[src/rtl/alu_multicycle.sv]
// Registered EX-stage ALU: single-cycle logic/arith/shift/compare ops plus
// iterative unsigned multiply and restoring divide behind valid/ready handshakes.
module alu_multicycle #(
    parameter int WIDTH = 32,
    parameter int SHW   = 5
) (
    input  logic             clk,
    input  logic             reset_n,
    input  logic             in_valid,
    output logic             in_ready,
    input  logic [3:0]       alu_ctrl,
    input  logic [WIDTH-1:0] input_1,
    input  logic [WIDTH-1:0] input_2,
    output logic             out_valid,
    input  logic             out_ready,
    output logic [WIDTH-1:0] alu_out,
    output logic [WIDTH-1:0] alu_hi,
    output logic             zero,
    output logic             overflow,
    output logic             div_zero
);

    localparam int CW = (WIDTH > 2) ? $clog2(WIDTH) : 1;
    localparam logic [3:0] OP_MULTU = 4'd10;
    localparam logic [3:0] OP_DIVU  = 4'd11;

    typedef enum logic [1:0] {IDLE, CALC, DONE} state_t;

    state_t           state_q, state_d;
    logic [3:0]       op_q;
    logic [WIDTH-1:0] opnd_q;
    logic [WIDTH-1:0] acc_hi_q, acc_lo_q;
    logic [CW-1:0]    cnt_q;

    logic             accept, is_long;
    logic signed [WIDTH-1:0] a_s, b_s;
    logic [SHW-1:0]   shamt;
    logic [WIDTH-1:0] sc_out, sc_sum, sc_diff;
    logic             sc_ovf, sc_zero, sc_known;

    logic [WIDTH:0]   mul_sum, div_shift, div_diff;
    logic [WIDTH-1:0] acc_hi_d, acc_lo_d;

    assign in_ready  = (state_q == IDLE);
    assign out_valid = (state_q == DONE);
    assign accept    = in_valid & in_ready;
    assign is_long   = (alu_ctrl == OP_MULTU) || (alu_ctrl == OP_DIVU);
    assign a_s       = input_1;
    assign b_s       = input_2;
    assign shamt     = input_2[SHW-1:0];

    always_comb begin
        sc_out   = '0;
        sc_ovf   = 1'b0;
        sc_known = 1'b1;
        sc_sum   = input_1 + input_2;
        sc_diff  = input_1 - input_2;
        case (alu_ctrl)
            4'd0:  sc_out = input_1 & input_2;
            4'd1:  sc_out = input_1 | input_2;
            4'd2: begin
                sc_out = sc_sum;
                sc_ovf = (input_1[WIDTH-1] == input_2[WIDTH-1]) &&
                         (sc_sum[WIDTH-1] != input_1[WIDTH-1]);
            end
            4'd3:  sc_out = input_1 ^ input_2;
            4'd4:  sc_out = input_1 << shamt;
            4'd5:  sc_out = input_1 >> shamt;
            4'd6: begin
                sc_out = sc_diff;
                sc_ovf = (input_1[WIDTH-1] != input_2[WIDTH-1]) &&
                         (sc_diff[WIDTH-1] != input_1[WIDTH-1]);
            end
            4'd7:  sc_out = WIDTH'(input_1 < input_2);
            4'd8:  sc_out = WIDTH'(a_s < b_s);
            4'd9:  sc_out = $unsigned(a_s >>> shamt);
            4'd12: sc_out = ~(input_1 | input_2);
            default: sc_known = 1'b0;
        endcase
        // Undefined opcodes report every output low, including the zero flag
        sc_zero = sc_known && (sc_out == '0);
    end

    // One iteration: shift-add multiply, or restoring shift-subtract divide
    always_comb begin
        mul_sum   = {1'b0, acc_hi_q} + (acc_lo_q[0] ? {1'b0, opnd_q} : {(WIDTH+1){1'b0}});
        div_shift = {acc_hi_q, acc_lo_q[WIDTH-1]};
        div_diff  = div_shift - {1'b0, opnd_q};
        acc_hi_d  = acc_hi_q;
        acc_lo_d  = acc_lo_q;
        if (op_q == OP_MULTU) begin
            acc_hi_d = mul_sum[WIDTH:1];
            acc_lo_d = {mul_sum[0], acc_lo_q[WIDTH-1:1]};
        end else if (!div_diff[WIDTH]) begin
            acc_hi_d = div_diff[WIDTH-1:0];
            acc_lo_d = {acc_lo_q[WIDTH-2:0], 1'b1};
        end else begin
            acc_hi_d = div_shift[WIDTH-1:0];
            acc_lo_d = {acc_lo_q[WIDTH-2:0], 1'b0};
        end
    end

    always_ff @(posedge clk or negedge reset_n) begin
        if (!reset_n) state_q <= IDLE;
        else          state_q <= state_d;
    end

    always_comb begin
        state_d = state_q;
        case (state_q)
            IDLE:    if (in_valid) state_d = is_long ? CALC : DONE;
            CALC:    if (cnt_q == '0) state_d = DONE;
            DONE:    if (out_ready) state_d = IDLE;
            default: state_d = IDLE;
        endcase
    end

    always_ff @(posedge clk or negedge reset_n) begin
        if (!reset_n) begin
            op_q     <= '0;
            opnd_q   <= '0;
            acc_hi_q <= '0;
            acc_lo_q <= '0;
            cnt_q    <= '0;
            alu_out  <= '0;
            alu_hi   <= '0;
            zero     <= 1'b0;
            overflow <= 1'b0;
            div_zero <= 1'b0;
        end else if (accept) begin
            op_q     <= alu_ctrl;
            cnt_q    <= CW'(WIDTH - 1);
            acc_hi_q <= '0;
            if (alu_ctrl == OP_MULTU) begin
                opnd_q   <= input_1;
                acc_lo_q <= input_2;
            end else begin
                opnd_q   <= input_2;
                acc_lo_q <= input_1;
            end
            if (!is_long) begin
                alu_out  <= sc_out;
                alu_hi   <= '0;
                zero     <= sc_zero;
                overflow <= sc_ovf;
                div_zero <= 1'b0;
            end
        end else if (state_q == CALC) begin
            acc_hi_q <= acc_hi_d;
            acc_lo_q <= acc_lo_d;
            cnt_q    <= cnt_q - 1'b1;
            if (cnt_q == '0) begin
                alu_out  <= acc_lo_d;
                alu_hi   <= acc_hi_d;
                zero     <= (acc_lo_d == '0);
                overflow <= 1'b0;
                div_zero <= (op_q == OP_DIVU) && (opnd_q == '0);
            end
        end
    end

endmodule

[config.mk]
export PLATFORM = sky130hd
export DESIGN_NAME = alu_multicycle
export DESIGN_NICKNAME = d
export VERILOG_FILES = /design/src/rtl/alu_multicycle.sv
export SDC_FILE = /design/constraint.sdc
export NUM_CORES = 1
export LEC_CHECK = 0
export CELL_PAD_IN_SITES_DETAIL_PLACEMENT = 1
export CELL_PAD_IN_SITES_GLOBAL_PLACEMENT = 2
export CORE_MARGIN = 10
export CORE_UTILIZATION = 40
export CTS_BUF_LIST = sky130_fd_sc_hd__clkbuf_2
export DETAILED_ROUTE_END_ITERATION = 8
export HOLD_SLACK_MARGIN = 0.08
export PLACE_DENSITY_LB_ADDON = 0.1
export SETUP_SLACK_MARGIN = 0.15
export SYNTH_ARGS = -nofsm -noshare
export SYNTH_HDL_FRONTEND = slang
export SYNTH_SLANG_ARGS = --single-unit
[constraint.sdc]
create_clock -name clk -period 6.5 [get_ports clk]
set_clock_uncertainty 0.05 [all_clocks]
set_input_delay 0.65 -clock clk [delete_from_list [all_inputs] [get_ports clk]]
set_output_delay 0.65 -clock clk [all_outputs]
set_load 0.02 [all_outputs]
==> metrics <==
WP data arrival 5.90 ns; adder-cell share of the synthesized area 0.103; CP endpoint kind register; post-cts resize count 0; sequential fraction of the synthesis area 0.197; Max H-tree Level 4; sequential share of power 0.294; die width 255 um; Setup WS post-layout 1.33 ns; drt wl/cell 31.4 um; Die Y 255 um; first-pass detailed-route iteration total 5; Max Freq 193 MHz; dpl ws 0.658 ns; layout cells sized above 1 0.0817; Worst Path Max Fanout 28; Post-synth EDFFs 0; syn nets 3133; starting density of the core 0.402; Async SR Flop Fraction 1.00; die area 65000 sq um; pwr/cell area 231 nW/um^2; Lkg Pwr 0.0106 uW; vias in the first global route 24400; multiplexer share of the synthesized area 0.105; unique cell type count in the Yosys netlist 94; main combinational cell family by area after synthesis compound AO/OA/AOI/OAI gates; CP startpoint kind register; IO Pins 141; WP data required 7.24 ns; logic gate share of total power 0.600; drt drc 0; row count 86; utilization after layout 0.444; type of the worst setup path reg -> reg; Final Routed Wirelength 114000 um; clock power share 0.105; Post-DRT Antenna Nets 0; hold path startpoint out_ready; Tmin final 5.17 ns; switching fraction of total power 0.513; Placer Congestion 1.00; Hold WC Path Type in -> reg; average cell area after synthesis 7.66 sq um; clock buffer count from CTS 17; Core ar. 54900 sq um; Synth Area in Simple Gates 0.198; Filler Cell Count 6746; grt total ovfl 0; RR Startpoint acc_lo_q[31]; RSZ-0062 raised after global routing no; Worst Tran Pin Value 1.32 ns; Finished Cell Area 24400 sq um; half-perimeter wire length after placement 89800 um; status finished clean; clock root cell clkbuf_2; period utilization 0.795; Tot Pwr 5650 uW; CTS tree built; setup violators final 0; Post-Synth XOR/XNOR Area 0.0266; largest net degree at the start of global routing 109; nets 3164; MaxCap Viol Count 0; DRC marker count from the first detailed-route iteration 2197; Synth Area in Compound Gates 0.300; Area growth syn-to-layout 10.4%; clock sink count 174; Yosys Warn Count 0; total number of vias 24400; initial antenna violation count 10; DP Area 24200 sq um; Net Switching 2890 uW; Clock Latency Late Sink 0.91 ns; Max Buffers Root-to-Sink 2; Seq cells post-synth 174; Worst-path clk slew 0.26 ns; final hold violation count 0; Relative slew margins 0.103; Synth Cell Area 22100 sq um; Top FF cell, synth dfrtp_1; P_int 2750 uW; crit path launch acc_lo_q[31]; first-pass GRT wire length 166000 um; Peak VDD IR 0.127 mV; Slew Limit Fails 0; TNS Setup 0 ns; Syn Inst Count 2882; Port Buffers 140; Via-to-Cell Ratio 6.71; gr usage total 0.342
## state kept, by name, summed over array words and instances (netlist names), 2 cells and up
| name | flops |
|---|---|
| acc_hi_q | 32 |
| acc_lo_q | 32 |
| alu_hi | 32 |
| alu_out | 32 |
| cnt_q | 5 |
| op_q | 4 |
| opnd_q | 32 |
| state_q | 2 |
## logic make-up after synthesis
logic type	count (synthesis)
AOI/OAI and AO/OA	991
and+or+nand+nor	924
buffers and inverters	372
adders and majority gates	179
muxes	175
DFF	174
xor gates and xnor gates	67
## final timing paths
path                          endpoint  slack [ns]  cells past startpoint
setup / recovery           acc_hi_q[9]        1.33                     16
hold / removal              state_q[1]        0.25                      2
setup reg to reg           acc_hi_q[9]        1.33                     16
hold reg to reg             alu_hi[14]        0.46                      2
max in group asynchronous   opnd_q[22]        4.59                      3
min in group asynchronous     cnt_q[0]        0.34                      2
## critical path: stages, from the launching register on
cell and delay, ns:
dfrtp_1 0.45, inv_1 0.15, ha_1 0.23, inv_1 0.07
fa_1 0.25, a211oi_1 0.09, nor2_1 0.26, o2111ai_1 0.21
nand2_1 0.22, nand4_1 0.20, o31ai_1 0.79, mux2i_1 0.37
o2111ai_4 0.59, buf_4 0.45, mux2_2 0.29, o21ai_0 0.26
o21ai_0 0.11
## through the flow
stage	cells	hold WS [ns]
2_1_floorplan	2882	0.304
3_3_place_gp	3597	0.399
3_5_place_dp	3597	0.416
4_1_cts	3628	0.197
5_1_grt	3629	0.199
6_report	3631	0.252
## synth_stat cells, types with 45 or more instances
master    number  area [sq um]
nand2_1      277          1040
nor2_1       269          1010
a21oi_1      235          1180
o21ai_0      225          1130
ha_1         175          2190
dfrtp_1      174          4350
clkbuf_1     163           612
inv_1        151           567
mux2i_1      105          1050
nand3_1       87           435
a211oi_1      57           428
o211ai_1      56           420
nor3_1        55           275
a22oi_1       47           353
and2_1        45           282
xnor2_1       45           394
## final cells by class
cell class | instances | area [sq um] | area share
Multi-Input combinational cell | 2336 | 16300 | 0.667
Sequential cell | 174 | 4350 | 0.179
Timing Repair Buffer | 230 | 2080 | 0.0853
Tap cell | 704 | 881 | 0.0361
Inverter | 154 | 578 | 0.0237
Clock inverter | 13 | 134 | 0.00549
Clock buffer | 17 | 85.1 | 0.00349
Antenna cell | 3 | 7.51 | 0.000308
## power groups by stage
stage          registers (uW)  logic (uW)  clock network (uW)
2_1_floorplan            1620        2130                   0
3_3_place_gp             1670        3230                   0
3_5_place_dp             1680        3320                   0
4_1_cts                  1660        3340                 608
5_1_grt                  1700        3650                 651
6_report                 1660        3390                 594
## cell usage in the layout (no fill, tap or decap), types with 32 or more instances in the layout
master,synthesis,final
nand2_1,277,276
nor2_1,269,267
a21oi_1,235,234
o21ai_0,225,224
ha_1,175,175
dfrtp_1,174,174
inv_1,151,151
clkdlybuf4s50_1,0,133
mux2i_1,105,105
buf_4,7,88
nand3_1,87,87
a211oi_1,57,57
o211ai_1,56,56
nor3_1,55,54
a22oi_1,47,47
and2_1,45,45
xnor2_1,45,45
a21o_1,43,43
mux4_2,41,41
a221o_1,34,34
a31oi_1,32,32
## layer usage
metal	share of wire	GRT usage
met3	0.065	0.0454
met1	0.42	0.431
met4	0.048	0.155
met2	0.47	0.572
met5	0.00045	0
## timing repair
item	in CTS	in global routing
hold buffers	1	0
hold endpoints to repair	107	0
buffers inserted	0	0
Note: power is estimated with default switching activity, not from simulation.
